==> src/rtl/mem_port_arbiter.sv <==
// Arbiter for the unified memory port shared by instruction fetch and load/store.
// Serialises accesses, latches the memory payload and counts the fixed memory latency.
module mem_port_arbiter #(
  parameter int MEM_LATENCY     = 4,
  parameter int MAX_DATA_STREAK = 4
) (
  input  logic             clk,
  input  logic             rst_b,
  input  logic             if_req,
  input  logic [31:0]      if_addr,
  output logic [31:0]      if_rdata,
  output logic             if_ack,
  input  logic             d_req,
  input  logic             d_we,
  input  logic [31:0]      d_addr,
  input  logic [0:3][7:0]  d_wdata,
  output logic [0:3][7:0]  d_rdata,
  output logic             d_ack,
  output logic [31:0]      mem_addr,
  output logic [0:3][7:0]  mem_data_in,
  output logic             mem_write_en,
  input  logic [0:3][7:0]  mem_data_out,
  output logic             busy,
  output logic             owner
);

  localparam logic [1:0] ST_IDLE   = 2'd0;
  localparam logic [1:0] ST_ACCESS = 2'd1;
  localparam logic [1:0] ST_RESP   = 2'd2;

  localparam logic [3:0] LAT_LAST   = 4'(MEM_LATENCY - 1);
  localparam logic [3:0] STREAK_MAX = 4'(MAX_DATA_STREAK);

  logic [1:0] state;
  logic [3:0] cnt;
  logic [3:0] streak;
  logic       we_q;

  logic sample;
  logic grant_d;
  logic grant_f;

  // The closing edge of RESP samples requests like IDLE does, so a requester
  // that keeps req high with a fresh payload is served at one access per L+1 cycles.
  always_comb begin
    sample  = (state == ST_IDLE) || (state == ST_RESP);
    grant_d = d_req && (!if_req || (streak != STREAK_MAX));
    grant_f = if_req && !grant_d;
  end

  always_ff @(posedge clk or negedge rst_b) begin
    if (!rst_b) begin
      state       <= ST_IDLE;
      cnt         <= 4'd0;
      streak      <= 4'd0;
      we_q        <= 1'b0;
      owner       <= 1'b0;
      mem_addr    <= 32'd0;
      mem_data_in <= '0;
      if_rdata    <= 32'd0;
      d_rdata     <= '0;
    end else begin
      case (state)
        ST_IDLE, ST_RESP: begin
          if (sample && grant_d) begin
            state       <= ST_ACCESS;
            cnt         <= 4'd0;
            owner       <= 1'b1;
            mem_addr    <= d_addr;
            we_q        <= d_we;
            mem_data_in <= d_we ? d_wdata : '0;
            if (if_req)
              streak <= (streak == STREAK_MAX) ? STREAK_MAX : streak + 4'd1;
            else
              streak <= 4'd0;
          end else if (sample && grant_f) begin
            state       <= ST_ACCESS;
            cnt         <= 4'd0;
            owner       <= 1'b0;
            mem_addr    <= if_addr;
            we_q        <= 1'b0;
            mem_data_in <= '0;
            streak      <= 4'd0;
          end else begin
            state <= ST_IDLE;
          end
        end
        ST_ACCESS: begin
          cnt <= cnt + 4'd1;
          if (cnt == LAT_LAST) begin
            state <= ST_RESP;
            if (!we_q) begin
              if (owner) d_rdata  <= mem_data_out;
              else       if_rdata <= mem_data_out;
            end
          end
        end
        default: state <= ST_IDLE;
      endcase
    end
  end

  // Decoded from registered state so an asynchronous reset drops them at once.
  always_comb begin
    busy         = (state != ST_IDLE);
    if_ack       = (state == ST_RESP) && !owner;
    d_ack        = (state == ST_RESP) && owner;
    mem_write_en = (state == ST_ACCESS) && we_q;
  end

endmodule
==> config.mk <==
export PLATFORM = sky130hd
export DESIGN_NAME = mem_port_arbiter
export DESIGN_NICKNAME = d
export VERILOG_FILES = /design/src/rtl/mem_port_arbiter.sv
export SDC_FILE = /design/constraint.sdc
export NUM_CORES = 1
export LEC_CHECK = 0
export CORE_MARGIN = 5
export CORE_UTILIZATION = 40
export DETAILED_ROUTE_END_ITERATION = 8
export PLACE_DENSITY_LB_ADDON = 0.25
export SYNTH_ARGS = -nofsm -noshare
export SYNTH_HDL_FRONTEND = slang
export SYNTH_SLANG_ARGS = --single-unit
export TNS_END_PERCENT = 30
==> constraint.sdc <==
create_clock -name clk -period 4.8 [get_ports clk]
set_clock_uncertainty 0.05 [all_clocks]
set_input_delay 0.96 -clock clk [delete_from_list [all_inputs] [get_ports clk]]
set_output_delay 0.96 -clock clk [all_outputs]
set_load 0.005 [all_outputs]
==> results.md <==
- The flow ran to the end, and the final reports show no timing, DRC or antenna violations.
- The count of routing violations after the opening detailed-route iteration is 268.
- After clock tree synthesis, the setup repair step added 0 buffers.
- The worst setup path is of the reg -> out kind.
- The count of warnings emitted by yosys is 0.
- Setup repair after global routing left no endpoint under its margin.
- Synthesis produced a netlist whose cell count is about 450.
- At the worst endpoint, the required time is between 3 and 4 ns.
- Dividing the synthesized area by the synthesized cell count gives approximately 13 um^2.
- After detailed routing, the number of remaining DRC violations is 0.
- The clock tree from TritonCTS is done.
- For this configuration, the core starts out at a cell density of 0.410.
- The remaining antenna violation count is 0.
- The number of clock sinks is 140.
- The leakage power of the design is ~3.8 nW.
- The number of levels the H-tree was split into is 4.
- Of the post-synthesis cell area, the dominant cell type holds 0.610.
- Counting the fill cells in the layout gives approximately 1100.
- After synthesis, the cell types taking the most area are sky130_fd_sc_hd__dfrtp_1 61%, sky130_fd_sc_hd__mux2_2 12%, sky130_fd_sc_hd__a22o_1 5.3%.
- During placement, the flow inserted port buffers numbering 265.
- The maximum number of pins on one net before global-route repair is about 100.
- After detailed routing, the number of vias per cell comes to ~5.2.
- The vertical extent of the die is approximately 130 um.
- Static timing analysis puts the maximum clock frequency at 347 MHz.
- The critical-path maximum fanout is 9.
- The endpoint identified for the worst register-to-register timing path is if_rdata[12].
- The tightest slew margin relative to the limit is 0.249.
- In this run, synthesis produced a sequential element count of 140.
- The final-layout setup total negative slack is 0 ns.
- CTS placed an instance of sky130_fd_sc_hd__clkbuf_16 at the clock tree root.
- The number of ports placed on the die boundary is 266.
- The worst hold path terminates at mem_data_in[28].
- The peak supply drop is about 0.00028 V.
- The transition time of the tightest slew-check pin is 1.13 ns.
- The worst-case reg-to-reg path depth is 4.
- After detailed routing, the average wire length per cell comes to 18.7 um.
- Across every metal layer, demand over resource in global routing totals 0.198.
- Wires add up to roughly 17000 um.
- The initial antenna violation count is 0.
- The ratio of cells with drive above 1 in the final layout is 0.152.
- The number of iterations in the first detailed-routing pass is 5.
- The worst-case hold slack is around 0.45 ns.
- Setup slack on the worst reg-to-reg path comes out at 2.41 ns.
- The tightest min-delay check is of the reg -> reg type.
- The startpoint identified for the worst hold timing path is mem_data_in[28].
- Across the run, the number of max-cap violations was 0.
- Clock latency on the worst-skew pair, taken at its later pin, is between 0.4 and 0.5 ns.
- The width of the die is about 130 um.
- Compared with the post-synthesis result, the final layout area differs by 59.2%.
- The total inserted antenna cells is 0.
- Along the worst hold path, the cell count comes to 1.
- At the worst endpoint, the arrival time is between 1.5 and 2 ns.
- At the end of routability-driven placement, the weighted congestion stood at around 0.84.
- Clock tree synthesis inserted a total of 17 buffers.
- The final worst-path cycle share is 0.601.
- Setup violations remaining at the end of the flow were counted as 0.
- In this run the deepest clock path goes through 2 buffers.
- The reg-to-reg startpoint is cnt[0].
- The sequential-to-total area share from yosys stat is 0.610.
- After clock tree synthesis, the clock-pin slew on the worst setup and hold paths is ~0.060 ns.
- STA classifies the critical path startpoint as a flip-flop.
- The placeable core region is between 0.01 and 0.015 mm^2.
- After clock tree synthesis, the repair step resized 0 gates.
- The number of hold buffers added after CTS was 0.
- The capturing element type of the critical path is a primary output.
- The count of unique library cells instantiated by Yosys is 39.
- The total vias in the final route is between 4000 and 5000.
- The final count of pins violating max slew came to 0.
- Detailed placement ended at an HPWL of ~12000 um.
- The number of global-route vias before repair is about 5000.
- In the final design database the tool counted about 840 nets.
- The net count of the mapped netlist is ~590.
- The mapped cell area is 0.00574 mm^2.
- The final global-route overflow total is 0.
- The cell taking the most area after synthesis is sky130_fd_sc_hd__dfrtp_1.
- The final hold violation count was 0.
- The number of rows in the core area is 43.
- The shortest period the worst path allows is 2.89 ns.
- In this run the power density over the cells is roughly 640 mW/mm^2.
- The global-route wire length before repair is 26100 um.
- The die covers between 0.015 and 0.02 mm^2.
[power by group]
part           internal, mW  leakage, nW  switching [mW]
clock                 0.973        0.315           0.500
combinational          1.49         1.84           0.866
sequential             1.74         1.68           0.327
[critical path, stage by stage, from the launching register on]
cell and delay, ns:
sky130_fd_sc_hd__dfrtp_1 0.49, sky130_fd_sc_hd__and2b_2 0.27, sky130_fd_sc_hd__and2_1 0.14, sky130_fd_sc_hd__clkdlybuf4s50_1 0.55
[final cells by class]
| cell class | count | area, um^2 | share of cell area |
|---|---|---|---|
| sequential | 140 | 3500 | 0.383 |
| timing repair buffer | 269 | 2680 | 0.294 |
| multi-input combinational | 272 | 2040 | 0.224 |
| clock buffer | 17 | 425 | 0.0466 |
| clock inverter | 15 | 246 | 0.0270 |
| tap | 180 | 225 | 0.0247 |
| inverter | 2 | 7.51 | 0.000822 |
[cell families after synthesis]
family	synth area share
compound gates	0.156
flops	0.610
mux	0.131
simple gates	0.0593
buf+inv	0.0358
fa+ha+maj	0.00654
xor+xnor	0.00153
[cells in the final DEF, fill, tap and decap left out, types with 3 or more instances in the layout]
cell	instances
sky130_fd_sc_hd__a22o_1	35
sky130_fd_sc_hd__a31oi_1	34
sky130_fd_sc_hd__clkinv_4	3
sky130_fd_sc_hd__mux2_2	61
sky130_fd_sc_hd__a21oi_1	32
sky130_fd_sc_hd__nand3_1	5
sky130_fd_sc_hd__o21ai_0	36
sky130_fd_sc_hd__nor2_1	34
sky130_fd_sc_hd__nand2_1	3
sky130_fd_sc_hd__ha_1	3
sky130_fd_sc_hd__clkinvlp_4	4
sky130_fd_sc_hd__clkdlybuf4s50_1	264
sky130_fd_sc_hd__buf_4	4
sky130_fd_sc_hd__bufinv_16	6
sky130_fd_sc_hd__dfrtp_1	140
sky130_fd_sc_hd__clkbuf_16	17
[Yosys cell counts (all sizes together)]
cell	instances
a22o	35
and3b	1
nand3	6
a31oi	34
and3	2
o21bai	1
nand4b	3
xor2	1
dfrtp	140
and2	2
or2	1
inv	2
nor3b	2
a21oi	32
nor2b	1
clkbuf	17
nor2	34
o21ba	1
mux2	65
and4b	1
a21o	1
nand2b	2
buf	20
nand2	3
and2b	2
mux2i	1
nand3b	1
o21ai	36
ha	3
a41o	1
[state kept, by name (all words and copies together), names as in the netlist]
register     flops
d_rdata         32
if_rdata        32
mem_addr        32
mem_data_in     32
cnt              4
streak           4
state            2
owner            1
we_q             1
[worst max-delay path by stage]
stage	startpoint	end	slack [ns]	cells past startpoint
4_1_cts	state[0]	mem_write_en	1.87	3
3_5_place_dp	if_req	mem_addr[26]	1.64	5
6_report	state[0]	mem_write_en	1.91	3
2_1_floorplan	if_req	mem_data_in[21]	2.71	6
3_3_place_gp	if_req	mem_addr[23]	1.75	5
5_1_grt	state[0]	mem_write_en	1.80	3
[stage by stage]
| stage | instance area [um^2] | power, mW | utilization | setup slack (ns) | std cells |
|---|---|---|---|---|---|
| after floorplan | 5740 | 2.98 | - | 2.71 | 451 |
| after global placement | 8460 | 4.37 | 0.605 | 1.75 | 863 |
| after detailed placement | 8460 | 4.46 | 0.605 | 1.64 | 863 |
| after CTS | 9140 | 5.96 | 0.653 | 1.87 | 895 |
| after global routing | 9140 | 6.23 | 0.653 | 1.80 | 895 |
| final | 9140 | 5.89 | 0.653 | 1.91 | 895 |
[per-layer routing]
metal / global-route usage / up-vias / part of all wire
met5: 0 / - / 0
met4: 0.0715 / 0 / 0.020
met3: 0.0675 / 25 / 0.090
met2: 0.334 / 240 / 0.50
met1: 0.237 / 2278 / 0.39
li1: - / 2144 / -
Note: power is estimated with default switching activity, not from simulation.
